===== src/rtl/neuron_core_wb_slave.sv =====
// Wishbone slave front-end of the neuron core: maps bus cycles onto synapse DFFRAM, parameter registers or spike word.
// Latency: writes and register/spike reads ack one cycle after the request, RAM reads two; the bus is never left hanging.
module neuron_core_wb_slave #(
    parameter logic [31:0] PARAM_RST = 32'h0
) (
    input  logic        wb_clk_i,
    input  logic        wb_rst_n,
    input  logic        wbs_cyc_i,
    input  logic        wbs_stb_i,
    input  logic        wbs_we_i,
    input  logic [3:0]  wbs_sel_i,
    input  logic [31:0] wbs_adr_i,
    input  logic [31:0] wbs_dat_i,
    output logic        wbs_ack_o,
    output logic [31:0] wbs_dat_o,
    input  logic        synap_matrix,
    input  logic        param,
    input  logic        neuron_spike_out,
    input  logic [4:0]  param_num,
    output logic        ram_en,
    output logic [3:0]  ram_we,
    output logic [7:0]  ram_addr,
    output logic [31:0] ram_wdata,
    input  logic [31:0] ram_rdata,
    input  logic [31:0] spike_i,
    output logic [31:0] param0_o,
    output logic [31:0] param1_o,
    output logic [31:0] param2_o,
    output logic        param_upd_o
);

    typedef enum logic [1:0] {IDLE, RD_WAIT, ACK} state_t;

    state_t            state_q, state_d;
    logic              ack_q, ack_d;
    logic              upd_q, upd_d;
    logic [31:0]       dat_q, dat_d;
    logic [2:0][31:0]  param_q, param_d;

    logic       req;
    logic       idle_req;
    logic [1:0] param_idx;
    logic       unused_ok;

    assign req       = wbs_cyc_i & wbs_stb_i;
    assign idle_req  = (state_q == IDLE) & req;
    assign param_idx = wbs_adr_i[3:2];

    // RAM strobes are only driven while the request is being accepted; gated by reset so they drop immediately.
    assign ram_en    = wb_rst_n & idle_req & synap_matrix;
    assign ram_we    = (wb_rst_n & idle_req & synap_matrix & wbs_we_i) ? wbs_sel_i : 4'h0;
    assign ram_addr  = wbs_adr_i[9:2];
    assign ram_wdata = wbs_dat_i;

    assign unused_ok = ^{param_num, wbs_adr_i[31:10], wbs_adr_i[1:0]};

    always_comb begin
        state_d = state_q;
        dat_d   = dat_q;
        param_d = param_q;
        upd_d   = 1'b0;
        case (state_q)
            IDLE: begin
                if (req) begin
                    state_d = ACK;
                    if (synap_matrix) begin
                        if (!wbs_we_i) state_d = RD_WAIT;
                    end else if (param) begin
                        if (wbs_we_i) begin
                            upd_d = 1'b1;
                            for (int i = 0; i < 3; i++) begin
                                if (param_idx == 2'(i)) begin
                                    for (int k = 0; k < 4; k++) begin
                                        if (wbs_sel_i[k]) param_d[i][8*k +: 8] = wbs_dat_i[8*k +: 8];
                                    end
                                end
                            end
                        end else begin
                            dat_d = 32'h0;
                            for (int i = 0; i < 3; i++) begin
                                if (param_idx == 2'(i)) dat_d = param_q[i];
                            end
                        end
                    end else if (neuron_spike_out) begin
                        if (!wbs_we_i) dat_d = spike_i;
                    end else begin
                        if (!wbs_we_i) dat_d = 32'h0;
                    end
                end
            end
            RD_WAIT: begin
                // Master gave up the cycle: drop the read without acking.
                if (!wbs_cyc_i) begin
                    state_d = IDLE;
                end else begin
                    dat_d   = ram_rdata;
                    state_d = ACK;
                end
            end
            ACK:     state_d = IDLE;
            default: state_d = IDLE;
        endcase
        ack_d = (state_d == ACK);
    end

    always_ff @(posedge wb_clk_i or negedge wb_rst_n) begin
        if (!wb_rst_n) begin
            state_q <= IDLE;
            ack_q   <= 1'b0;
            upd_q   <= 1'b0;
            dat_q   <= 32'h0;
            param_q <= {3{PARAM_RST}};
        end else begin
            state_q <= state_d;
            ack_q   <= ack_d;
            upd_q   <= upd_d;
            dat_q   <= dat_d;
            param_q <= param_d;
        end
    end

    assign wbs_ack_o   = ack_q;
    assign wbs_dat_o   = dat_q;
    assign param_upd_o = upd_q;
    assign param0_o    = param_q[0];
    assign param1_o    = param_q[1];
    assign param2_o    = param_q[2];

endmodule


===== config.mk =====
export PLATFORM = sky130hd
export DESIGN_NAME = neuron_core_wb_slave
export DESIGN_NICKNAME = d
export VERILOG_FILES = /design/src/rtl/neuron_core_wb_slave.sv
export SDC_FILE = /design/constraint.sdc
export NUM_CORES = 1
export LEC_CHECK = 0
export BUFFER_PORTS_ARGS = -buffer_cell sky130_fd_sc_hd__buf_2
export CAP_MARGIN = 20
export CORE_MARGIN = 5
export CORE_UTILIZATION = 30
export CTS_BUF_LIST = sky130_fd_sc_hd__clkbuf_4
export CTS_CLUSTER_DIAMETER = 50
export CTS_CLUSTER_SIZE = 40
export DETAILED_ROUTE_END_ITERATION = 8
export SLEW_MARGIN = 10
export SYNTH_ARGS = -nofsm -noshare
export SYNTH_HDL_FRONTEND = slang
export SYNTH_SLANG_ARGS = --single-unit

===== constraint.sdc =====
create_clock -name wb_clk_i -period 2.6 [get_ports wb_clk_i]
set_input_delay 0.13 -clock wb_clk_i [delete_from_list [all_inputs] [get_ports wb_clk_i]]
set_output_delay 0.13 -clock wb_clk_i [all_outputs]
set_load 0.01 [all_outputs]

# Word-level counts from Yosys, hierarchy flattened

Cells that the tools add are included.

Bits in registers: 132
Input port bits: 145
Output and inout port bits: 175
Logic and storage cells: 69

Eq/ne operators: 8
Multiplexer cells: 23
Bitwise operators: 6
Reduce and logical (&&, ||, !) cells: 16

Operators with widths:

| cell                                           | number |
|---|---|
| two-way mux 32 bit                             | 11 |
| AND reduction 7 bit                            | 12 |
| one-hot mux 32 bit (2 select lines)            | 1 |
| two-way mux 2 bit                              | 4 |
| != test 2 bit (second input constant)          | 4 |
| AND 1 bit                                      | 5 |
| two-way mux 1 bit                              | 5 |
| AND reduction 5 bit                            | 1 |
| == test 2 x 1 -> 1 bit (second input constant) | 2 |
| == test 2 bit (second input constant)          | 2 |
| logical NOT 2 bit                              | 2 |
| two-way mux 4 bit                              | 1 |
| one-hot mux 2 bit (2 select lines)             | 1 |
| nonzero test 2 bit                             | 1 |
| inverter 1 bit                                 | 1 |

# Depth between registers and ports, before layout

Gate-level depths: netlist (run 1).

Word-level depth: 9
Mapped depth: 7
Mapped depth without buffers: 4

# Least setup slack after synthesis (run 1)

No wires, ideal clock.

Path type: reg-to-reg
From: reg state_q[0]
To: reg param_q, in the netlist param0_o[0]
Setup time: 0.128 ns
Arrival: 1.755 ns
Data required time: 2.472 ns
Path slack: 0.718 ns
Cell stages (with the launch flop): 6
Buffers on the path: 1
Period minus slack after synthesis: 1.882 ns
Path through: dfrtp_1 -> and4bb_2 -> or3b_1 -> buf_4 -> nor2_8 -> mux2_1

Cells in the longest elaborated chain, start to end: 2

Ends and longest elaborated chain:

| what                          | RTL line | RTL |
|---|---|---|
| from (decl)                   | 34       | `state_t state_q, state_d;` |
| from (signal assigned)        | 114      | `state_q <= state_d;` |
| logical NOT 2 bit             | 62       | `case (state_q)` |
| AND reduction 7 bit (no line) | --       |  |
| to (signal assigned)          | 112      | `param_q <= {3{PARAM_RST}};` |
| to (signal assigned)          | 118      | `param_q <= param_d;` |
| to (decl)                     | 38       | `logic [2:0][31:0] param_q, param_d;` |

Every way passes these cells.
A chain may end at the register's enable or synchronous reset.

# Final worst setup path (run 1)

From: reg state_q[0]
To: reg param_q, in the netlist param0_o[24]

The elaborated chain is that of the path after synthesis.

==> summary.md, run 1 <==
| Metric | Value |
|---|---|
| Yosys top cell by area | `dfrtp_1` |
| Area of the mapped netlist | `6600 um^2` |
| IO Count | `320` |
| Final setup viols | `0` |
| Post-synthesis simple-gate area fraction | `0.116` |
| Initial drt markers | `258` |
| EDFF count, synth | `0` |
| Fin. Hold Viols | `0` |
| Non-filler cells, final | `1195` |
| Adder-Cell Fraction of Synth Area | `0` |
| Hold Buf Count CTS | `100` |
| Die W | `158 um` |
| Initial Util | `0.303` |
| Total core area | `21800 um^2` |
| DR vias/cell | `4.85` |
| Max Slew Vio Count | `0` |
| GRT Util Overall | `0.176` |
| Clk buf depth | `2` |
| Root Buffer | `clkbuf_4` |
| Wirelength, routed | `22.5 mm` |
| Clock-pin slew on the worst setup and hold paths | `0.13 ns` |
| Yosys warnings | `0` |
| Hpwl dp | `15.5 mm` |
| Pleak | `4.99 nW` |
| Critical Path Sink Type | `register` |
| Worst-margin pin slew | `0.827 ns` |
| Max Cap Viol | `0` |
| Critical path data arrival time | `2.74 ns` |
| Max frequency | `425 MHz` |
| Pwr Total | `5.00 mW` |
| Final min period | `2.35 ns` |
| Layout cells sized above 1 | `0.436` |
| Main flop type after synthesis | `dfrtp_1` |
| Share of the synthesized area in the top cell type | `0.500` |
| Largest fanout on the critical path | `8` |
| Final core utilization | `0.431` |
| Final period utilization | `0.905` |
| Final ANT Viol Nets | `0` |
| Largest net degree at the start of global routing | `133` |
| Clock Sinks | `132` |
| Multiplexer share of the synthesized area | `0.212` |
| Pre-Repair DR Iteration Count | `4` |
| Top cells by area, synth | `dfrtp_1, mux2_2, mux2_1` |
| Setup tns final | `0 ns` |
| Post-CTS setup buffer count | `0` |
| Avg Inst Size Synth | `11.7 um^2` |
| Power density over the cells | `533 nW/um^2` |
| Latest clock arrival within the worst-skew pair | `0.53 ns` |
| Num rows | `54` |
| Placed cells | `1059` |
| Worst setup SP type | `register` |
| Total CTS buffers | `17` |
| Post-CTS sizing | `0` |
| VDD IR-drop max | `0.000311 V` |
| Main combinational cell family by area after synthesis | `multiplexers` |
| Initial antenna violation count | `3` |
| Area Growth Syn to Fin | `42.2%` |
| Post-Synth XOR/XNOR Area | `0` |
| Net Count, Synth | `710` |
| Seq/Total Area, Yosys | `0.500` |
| H-tree levels | `4` |
| Nets | `1043` |
| Vias in the first global route | `5857` |
| PortBufs | `278` |
| GPL Wtd Cong | `0.759` |
| Die ar. | `25100 um^2` |
| DR WL/cell | `18.8 um` |
| Global-route wire length before repair | `33.8 mm` |
| Setup CP Type | `reg -> reg` |
| Run status | `finished clean` |
| Die Y | `158 um` |
| Ys async rst share | `1.00` |
| Grt ovf | `0` |
| Cells after Synth | `565` |
| Flops & latches, synth | `132` |
| Yosys cell types | `26` |
| CTS tree | `yes` |
| Compound-Gate Fraction of Synth Area | `0.105` |
| Vias after detailed routing | `5801` |
| DRC | `0` |
| Slew HR | `0.449` |
| Clock skew | `0.0302 ns` |
| CP Data Required Time | `2.99 ns` |
| Hold WC Path Type | `in -> reg` |
| Unrepaired setup endpoints after global routing | `no` |
-- registers in the layout, indices dropped and copies added, names as in the netlist --
name and flops:
wbs_ack_o 1, param2_o 32, state_q 2, param_upd_o 1
param0_o 32, param1_o 32, wbs_dat_o 32
-- stage by stage --
step	hold slack, ns	instance area, um^2	setup slack [ns]
after floorplan	-0.166	6600	0.718
after global placement	0.260	8060	0.307
after detailed placement	0.260	8060	0.237
after CTS	0.00934	9380	0.219
after global routing	0.00247	9380	0.124
final	0.0477	9390	0.247
-- layout by cell type (no fill, tap or decap), types with 2 or more instances in the layout --
cell type / netlist / routed
mux2i_1: 32 / 32
nor2_2: 8 / 8
bufinv_16: 0 / 3
nor2_1: 32 / 32
nor2b_1: 6 / 4
and3_1: 5 / 5
nand2_1: 36 / 36
o21ai_0: 32 / 32
buf_12: 0 / 3
dlygate4sd3_1: 0 / 100
nand3b_1: 34 / 34
o31ai_1: 32 / 32
dfrtp_1: 132 / 132
clkbuf_4: 0 / 19
diode_2: 0 / 4
mux2_1: 37 / 37
clkinv_4: 0 / 4
nor2_8: 4 / 4
inv_6: 0 / 4
nor2b_4: 0 / 2
a221oi_1: 32 / 32
mux2_2: 59 / 59
clkinvlp_4: 0 / 2
buf_4: 41 / 8
buf_2: 4 / 277
-- cell usage after synthesis (2+ instances only) --
cell	number
nor2_1	32
buf_4	41
nand3b_1	34
nand2b_1	2
a221oi_1	32
mux2i_1	32
dfrtp_1	132
nor2_8	4
nor2_2	8
nor2b_1	6
o31ai_1	32
mux2_2	59
nand2_1	36
and3_1	5
o21ai_0	32
mux2_1	37
buf_1	2
buf_2	4
clkbuf_1	28
-- logic make-up (layout without fill, tap and decap cells) --
kind of cell	Yosys count	in the layout
muxes	128	128
AOI/OAI and AO/OA	98	98
DFF	132	132
buffers and inverters	75	421
and+or+nand+nor	132	132
other	0	4
-- report_power, final --
| group | total (mW) | leakage (nW) | internal, mW | switching, mW |
|---|---|---|---|---|
| Clock | 1.56 | 0.165 | 0.707 | 0.853 |
| Sequential | 2.36 | 1.80 | 2.24 | 0.124 |
| Combinational | 1.08 | 3.03 | 0.549 | 0.532 |
-- worst max-delay path, stage by stage (launching register included) --
cell,delay (ns)
dfrtp_1,0.48
and4bb_2,0.41
or3b_1,0.67
nor2_8,0.32
mux2_1,0.35
-- final timing paths --
kind	slack, ns	startpoint	cells past startpoint	endpoint
setup reg to reg	0.25	state_q[0]	4	param0_o[24]
setup / recovery	0.25	state_q[0]	4	param0_o[24]
max in group asynchronous	1.72	wb_rst_n	3	wbs_dat_o[3]
hold / removal	0.05	spike_i[26]	3	wbs_dat_o[26]
hold reg to reg	0.50	wbs_dat_o[26]	2	wbs_dat_o[26]
min in group asynchronous	0.31	wb_rst_n	3	param2_o[31]
-- per-layer routing --
metal	vias up	GRT usage	routed length, um
li1	2693	-	-
met3	26	0.0408	1180
met1	2899	0.225	9700
met5	-	0	0
met4	0	0.0556	424
met2	183	0.296	11200
-- layout make-up --
cell class              instances  area, um^2
well taps                     280         350
repair buffers                389        2520
diodes                          4        10.0
flip-flops and latches        132        3300
multi-input cells             358        2890
clock inverters                13         175
fillers                      2127       12400
clock buffers                  19         143
Power figures use the tool's default switching activity.
==> run 2, diff against run 1 <==
Settings changed: CORE_ASPECT_RATIO from default to 0.6, CORE_UTILIZATION 30 to 48, PLACE_DENSITY from default to 0.83.
Clock period 2.6 ns to 2.3 ns, I/O delays scaled along.
==> run 2 against run 1 <==
  * Sequential power rose by 14%
  * Critical endpoint is now param1_o[21]
  * Critical path type unchanged
  * Clock skew fell by 0.012 ns
  * Global-route usage rose by 9.0 points
  * First-iteration DRC count rose by 59%
  * Worst setup slack got worse by 0.11 ns
  * Total power rose by 20%
  * Wire length fell by 1.9%
  * Final cell count fell by 8.7%
==> summary.md, run 2 (synthesis results as in run 1) <==
| Metric | Value |
|---|---|
| Max Cap Viol | `0 (unchanged)` |
| Largest fanout on the critical path | `8 (unchanged)` |
| Worst setup SP type | `register` |
| DRC | `0 (unchanged)` |
| Nets | `1049 (+0.58%)` |
| Power density over the cells | `639 nW/um^2 (+20%)` |
| Largest net degree at the start of global routing | `133 (unchanged)` |
| Die ar. | `16300 um^2 (-35%)` |
| Die Y | `101 um (-36%)` |
| Fill count | `1014 (-52%)` |
| Pleak | `5.03 nW (+0.79%)` |
| Clock-pin slew on the worst setup and hold paths | `0.12 ns (about the same)` |
| Ant. Diodes | `0 (-4)` |
| IO Count | `320 (unchanged)` |
| Vias after detailed routing | `5968 (+2.9%)` |
| VDD IR-drop max | `0.000384 V (+23%)` |
| Num rows | `33 (-39%)` |
| Setup CP Type | `reg -> reg` |
| Clk buf depth | `2 (unchanged)` |
| Footprint of the multi-input gates | `2870 um^2 (-0.43%)` |
| Max Slew Vio Count | `0 (unchanged)` |
| Critical path data arrival time | `2.55 ns (-0.19 ns)` |
| Hold-critical path endpoint | `state_q[1]` |
| Total core area | `13500 um^2 (-38%)` |
| Fin. Hold Viols | `0 (unchanged)` |
| Post-CTS sizing | `0 (unchanged)` |
| Commonest non-fill, non-tap cell in the layout | `buf_2` |
| Worst-margin pin slew | `0.719 ns (-0.108 ns)` |
| CTS tree | `yes` |
| Unrepaired setup endpoints after global routing | `no` |
| Initial antenna violation count | `0 (-3)` |
| Hold path startpoint | `wbs_cyc_i` |
| Final min period | `2.17 ns (-0.186 ns)` |
| Reg-to-reg slack, setup | `0.13 ns (-0.11 ns)` |
| Layout cells sized above 1 | `0.440 (+0.00417)` |
| Setup tns final | `0 ns (unchanged)` |
| Reg2reg path depth | `5 (+1)` |
| DR WL/cell | `20.2 um (+7.5%)` |
| Final setup viols | `0 (unchanged)` |
| Grt ovf | `0 (unchanged)` |
| Latest clock arrival within the worst-skew pair | `0.50 ns (-0.03 ns)` |
| Global-route wire length before repair | `33.6 mm (-0.47%)` |
| Final ANT Viol Nets | `0 (unchanged)` |
| Pre-Repair DR Iteration Count | `5 (+1)` |
| Hpwl dp | `14.9 mm (-3.9%)` |
| H-tree levels | `4 (unchanged)` |
| Leading cell types in the layout, fill and taps excluded | `buf_2, dfrtp_1, dlygate4sd3_1` |
| Die W | `161 um (+1.9%)` |
| Total CTS buffers | `17 (unchanged)` |
| Register area | `3300 um^2 (unchanged)` |
| Initial Util | `0.487 (+0.184)` |
| Fin Hold WS | `0.0443 ns (-0.00338 ns)` |
| Max frequency | `462 MHz (+8.6%)` |
| Run status | `finished clean` |
| Vias in the first global route | `6143 (+4.9%)` |
| Root Buffer | `clkbuf_4` |
| Hold Path Depth | `3 (unchanged)` |
| FF-to-FF Start | `state_q[0]` |
| CP Data Required Time | `2.68 ns (-0.31 ns)` |
| Area Growth Syn to Fin | `41.6%` |
| Final period utilization | `0.942 (+0.0373)` |
| DR vias/cell | `5.47 (+13%)` |
| Clock Sinks | `132 (unchanged)` |
| Initial drt markers | `411 (+59%)` |
| RR Endpoint | `param1_o[21]` |
| Clock skew | `0.0184 ns (-0.0117 ns)` |
| Wirelength, routed | `22.1 mm (-1.9%)` |
| PortBufs | `278 (unchanged)` |
| Critical Path Sink Type | `register` |
| Slew HR | `0.521 (+0.0720)` |
| GRT Util Overall | `0.266 (+0.0899)` |
| Hold WC Path Type | `in -> reg` |
| GPL Wtd Cong | `0.878 (+16%)` |
## run 2: changes by cell type in the layout (fill, tap and decap cells not counted), sizes merged, moves of 3 or more
cell	change
diode	-4
inv	-3
buf	+9
dlygate4sd3	-3
bufinv	+4
## run 2: worst max-delay path by stage
stage / from / endpoint / cells past startpoint
2_1_floorplan: state_q[0] / param0_o[0] / 5
3_3_place_gp: state_q[0] / param1_o[27] / 5
3_5_place_dp: state_q[0] / param1_o[19] / 5
4_1_cts: state_q[0] / wbs_dat_o[13] / 3
5_1_grt: state_q[0] / param1_o[16] / 5
6_report: state_q[0] / param1_o[21] / 5
## run 2: routing by layer
| layer | GRT usage | vias up | wire (um) |
|---|---|---|---|
| met2 | 0.443 | 287 | 10600 |
| li1 | - | 2706 | - |
| met4 | 0.0721 | 0 | 397 |
| met5 | 0 | - | 0 |
| met3 | 0.0781 | 39 | 1980 |
| met1 | 0.343 | 2936 | 9140 |
## run 2: area by class of cell
cell class | count | share of cell area
Tap cell | 175 | 0.0234
Sequential cell | 132 | 0.353
Clock inverter | 13 | 0.0273
Clock buffer | 18 | 0.0145
Timing Repair Buffer | 395 | 0.274
Multi-Input combinational cell | 358 | 0.307
## run 2: repair_timing
item	4_1_cts	5_1_grt
endpoints found under the setup margin	0	0
endpoints found under the hold margin	263	0
hold buffers	97	0
setup buffers	0	0
## run 2: critical path, stage by stage (launching register included)
cell and delay, ns:
dfrtp_1 0.46, and4bb_2 0.34, buf_4 0.14, nand3b_1 0.23, nor2_2 0.50, mux2_2 0.39
## run 2: report_power, final
group	internal [mW]	switching, mW	total, mW
Combinational	0.603	0.614	1.22
Clock	1.20	0.884	2.08
Sequential	2.53	0.148	2.68
Total	4.33	1.65	5.98
## run 2: per-stage QoR
step / utilization / setup slack (ns) / std cells / total power [mW] / instance area (um^2)
2_1_floorplan: - / 0.418 / 565 / 3.22 / 6600
3_3_place_gp: 0.588 / 0.176 / 962 / 3.71 / 7960
3_5_place_dp: 0.588 / 0.157 / 962 / 3.74 / 7960
4_1_cts: 0.688 / 0.0667 / 1090 / 5.99 / 9320
5_1_grt: 0.690 / 0.0438 / 1091 / 6.23 / 9350
6_report: 0.690 / 0.133 / 1091 / 5.98 / 9350
==> run 3, diff against run 2 <==
Settings changed: HOLD_SLACK_MARGIN from default to 0.06.
==> run 3 against run 2 <==
  * Die area stayed put
  * Wire length is 0.54% higher
  * Sequential power hardly changed
  * Clock power hardly changed
  * Highest routed layer unchanged
  * First-iteration DRC count is 3.2% higher
  * Utilization is 0.44 points higher
  * Worst setup slack worse by 0.078 ns
  * Final cell count is 0.55% higher
  * Register-to-register slack worse by 0.08 ns
==> summary.md, run 3 (synthesis results as in run 1) <==
| Metric | Value |
|---|---|
| Run status | `finished clean` |
| Largest net degree at the start of global routing | `133 (unchanged)` |
| Root Buffer | `clkbuf_4` |
| Final min period | `2.25 ns (+0.0784 ns)` |
| Fin Hold WS | `0.169 ns (+0.124 ns)` |
| Clock-pin slew on the worst setup and hold paths | `0.12 ns (about the same)` |
| DR vias/cell | `5.50 (+0.54%)` |
| Vias in the first global route | `6223 (+1.3%)` |
| Grt ovf | `0 (unchanged)` |
| Total CTS buffers | `17 (unchanged)` |
| GRT Util Overall | `0.269 (+0.00299)` |
| Initial antenna violation count | `0 (unchanged)` |
| IO Count | `320 (unchanged)` |
| Total core area | `13500 um^2 (unchanged)` |
| Num rows | `33 (unchanged)` |
| Global-route wire length before repair | `34.1 mm (+1.4%)` |
| Final ANT Viol Nets | `0 (unchanged)` |
| Leading cell types in the layout, fill and taps excluded | `buf_2, dfrtp_1, dlygate4sd3_1` |
| CP Data Required Time | `2.74 ns (+0.06 ns)` |
| Bufs and invs on worst path | `1 (unchanged)` |
| Clock Sinks | `132 (unchanged)` |
| Ant. Diodes | `0 (unchanged)` |
| DRC | `0 (unchanged)` |
| DR WL/cell | `20.2 um (about the same)` |
| Area Growth Syn to Fin | `42.6%` |
| Critical path data arrival time | `2.69 ns (+0.14 ns)` |
| Worst-margin pin slew | `0.732 ns (+0.0133 ns)` |
| Pleak | `5.06 nW (+0.65%)` |
| Critical Path Sink Type | `register` |
| Clk buf depth | `2 (unchanged)` |
| Fin. Hold Viols | `0 (unchanged)` |
| Initial drt markers | `424 (+3.2%)` |
| Setup tns final | `0 ns (unchanged)` |
| Slew HR | `0.507 (-0.0140)` |
| Wirelength, routed | `22.2 mm (+0.54%)` |
| Commonest non-fill, non-tap cell in the layout | `buf_2` |
| Slowest-stage cell, CP | `dlygate4sd3_1` |
| Slowest stage delay, CP | `0.61 ns (+0.11 ns)` |
| Die W | `161 um (unchanged)` |
| Unrepaired setup endpoints after global routing | `no` |
| Final setup viols | `0 (unchanged)` |
| Final period utilization | `0.976 (+0.0341)` |
| Vias after detailed routing | `6033 (+1.1%)` |
| Die Y | `101 um (unchanged)` |
| Power density over the cells | `638 nW/um^2 (-0.25%)` |
| PortBufs | `278 (unchanged)` |
| Max frequency | `445 MHz (-3.5%)` |
| Crit path max-delay family | `compound AO/OA/AOI/OAI gates` |
| Hold WC Path Type | `in -> reg` |
| Largest fanout on the critical path | `3 (-5)` |
| Setup CP Type | `reg -> reg` |
| Die ar. | `16300 um^2 (unchanged)` |
| GPL Wtd Cong | `0.878 (unchanged)` |
| Worst setup SP type | `register` |
| H-tree levels | `4 (unchanged)` |
| Nets | `1055 (+0.57%)` |
| Hpwl dp | `14.9 mm (unchanged)` |
| Pre-Repair DR Iteration Count | `6 (+1)` |
| Hold Buf Count CTS | `103 (+6.2%)` |
| Layout cells sized above 1 | `0.437 (-0.00286)` |
| CTS tree | `yes` |
| Crit-path cells | `mux2i_1, o21ai_0, a221oi_1, o31ai_1, dlygate4sd3_1` |
| Max Slew Vio Count | `0 (unchanged)` |
| Latest clock arrival within the worst-skew pair | `0.50 ns (about the same)` |
| Initial Util | `0.487 (unchanged)` |
| Max Cap Viol | `0 (unchanged)` |
| Post-CTS setup buffer count | `0 (unchanged)` |
| Post-CTS sizing | `0 (unchanged)` |
| VDD IR-drop max | `0.000372 V (-3.1%)` |
| Clock skew | `0.0205 ns (+0.00203 ns)` |
==> run 3: cell types whose count changed in the layout (fill, tap and decap cells not counted) <==
cell           previous run  this run
dlygate4sd3_1            97       103
==> run 3: final timing paths <==
path | startpoint | endpoint | slack, ns | cells past startpoint
max in group asynchronous | wb_rst_n | param0_o[7] | 1.44 | 3
min in group asynchronous | wb_rst_n | param2_o[13] | 0.26 | 3
hold reg to reg | wbs_dat_o[7] | wbs_dat_o[7] | 0.50 | 2
setup reg to reg | param1_o[13] | wbs_dat_o[13] | 0.05 | 5
hold / removal | param | param_upd_o | 0.17 | 3
setup / recovery | param1_o[13] | wbs_dat_o[13] | 0.05 | 5
==> run 3: worst min-delay path: cells and delay by family <==
family,cells,cell delay (ns)
buf+inv,1,0.12
simple gates,2,0.39
==> run 3: metrics by stage <==
| stage | std cells | worst slack (ns) | util | cell area [um^2] | power (mW) |
|---|---|---|---|---|---|
| after floorplan | 565 | 0.418 | - | 6600 | 3.22 |
| after global placement | 962 | 0.176 | 0.588 | 7960 | 3.71 |
| after detailed placement | 962 | 0.157 | 0.588 | 7960 | 3.74 |
| after CTS | 1096 | 0.0457 | 0.693 | 9380 | 6.00 |
| after global routing | 1097 | 0.0279 | 0.695 | 9410 | 6.25 |
| final | 1097 | 0.0547 | 0.695 | 9410 | 6.00 |
==> run 3: layout make-up <==
type,count,area [um^2]
clock inverters,13,255
multi-input cells,358,2870
repair buffers,401,2620
flip-flops and latches,132,3300
fillers,1015,4130
clock buffers,18,135
well taps,175,219
==> run 3: metal layers <==
metal	vias up	global-route usage	wire length [um]	part of all wire
met5	-	0	0	0
met4	0	0.0747	429	0.019
met3	39	0.0813	2120	0.095
met2	306	0.444	10600	0.48
met1	2965	0.348	9100	0.41
li1	2723	-	-	-
==> run 3: report_power, final <==
part,internal (mW),switching (mW),total [mW]
Sequential,2.53,0.149,2.68
Combinational,0.616,0.619,1.24
Clock,1.20,0.887,2.09
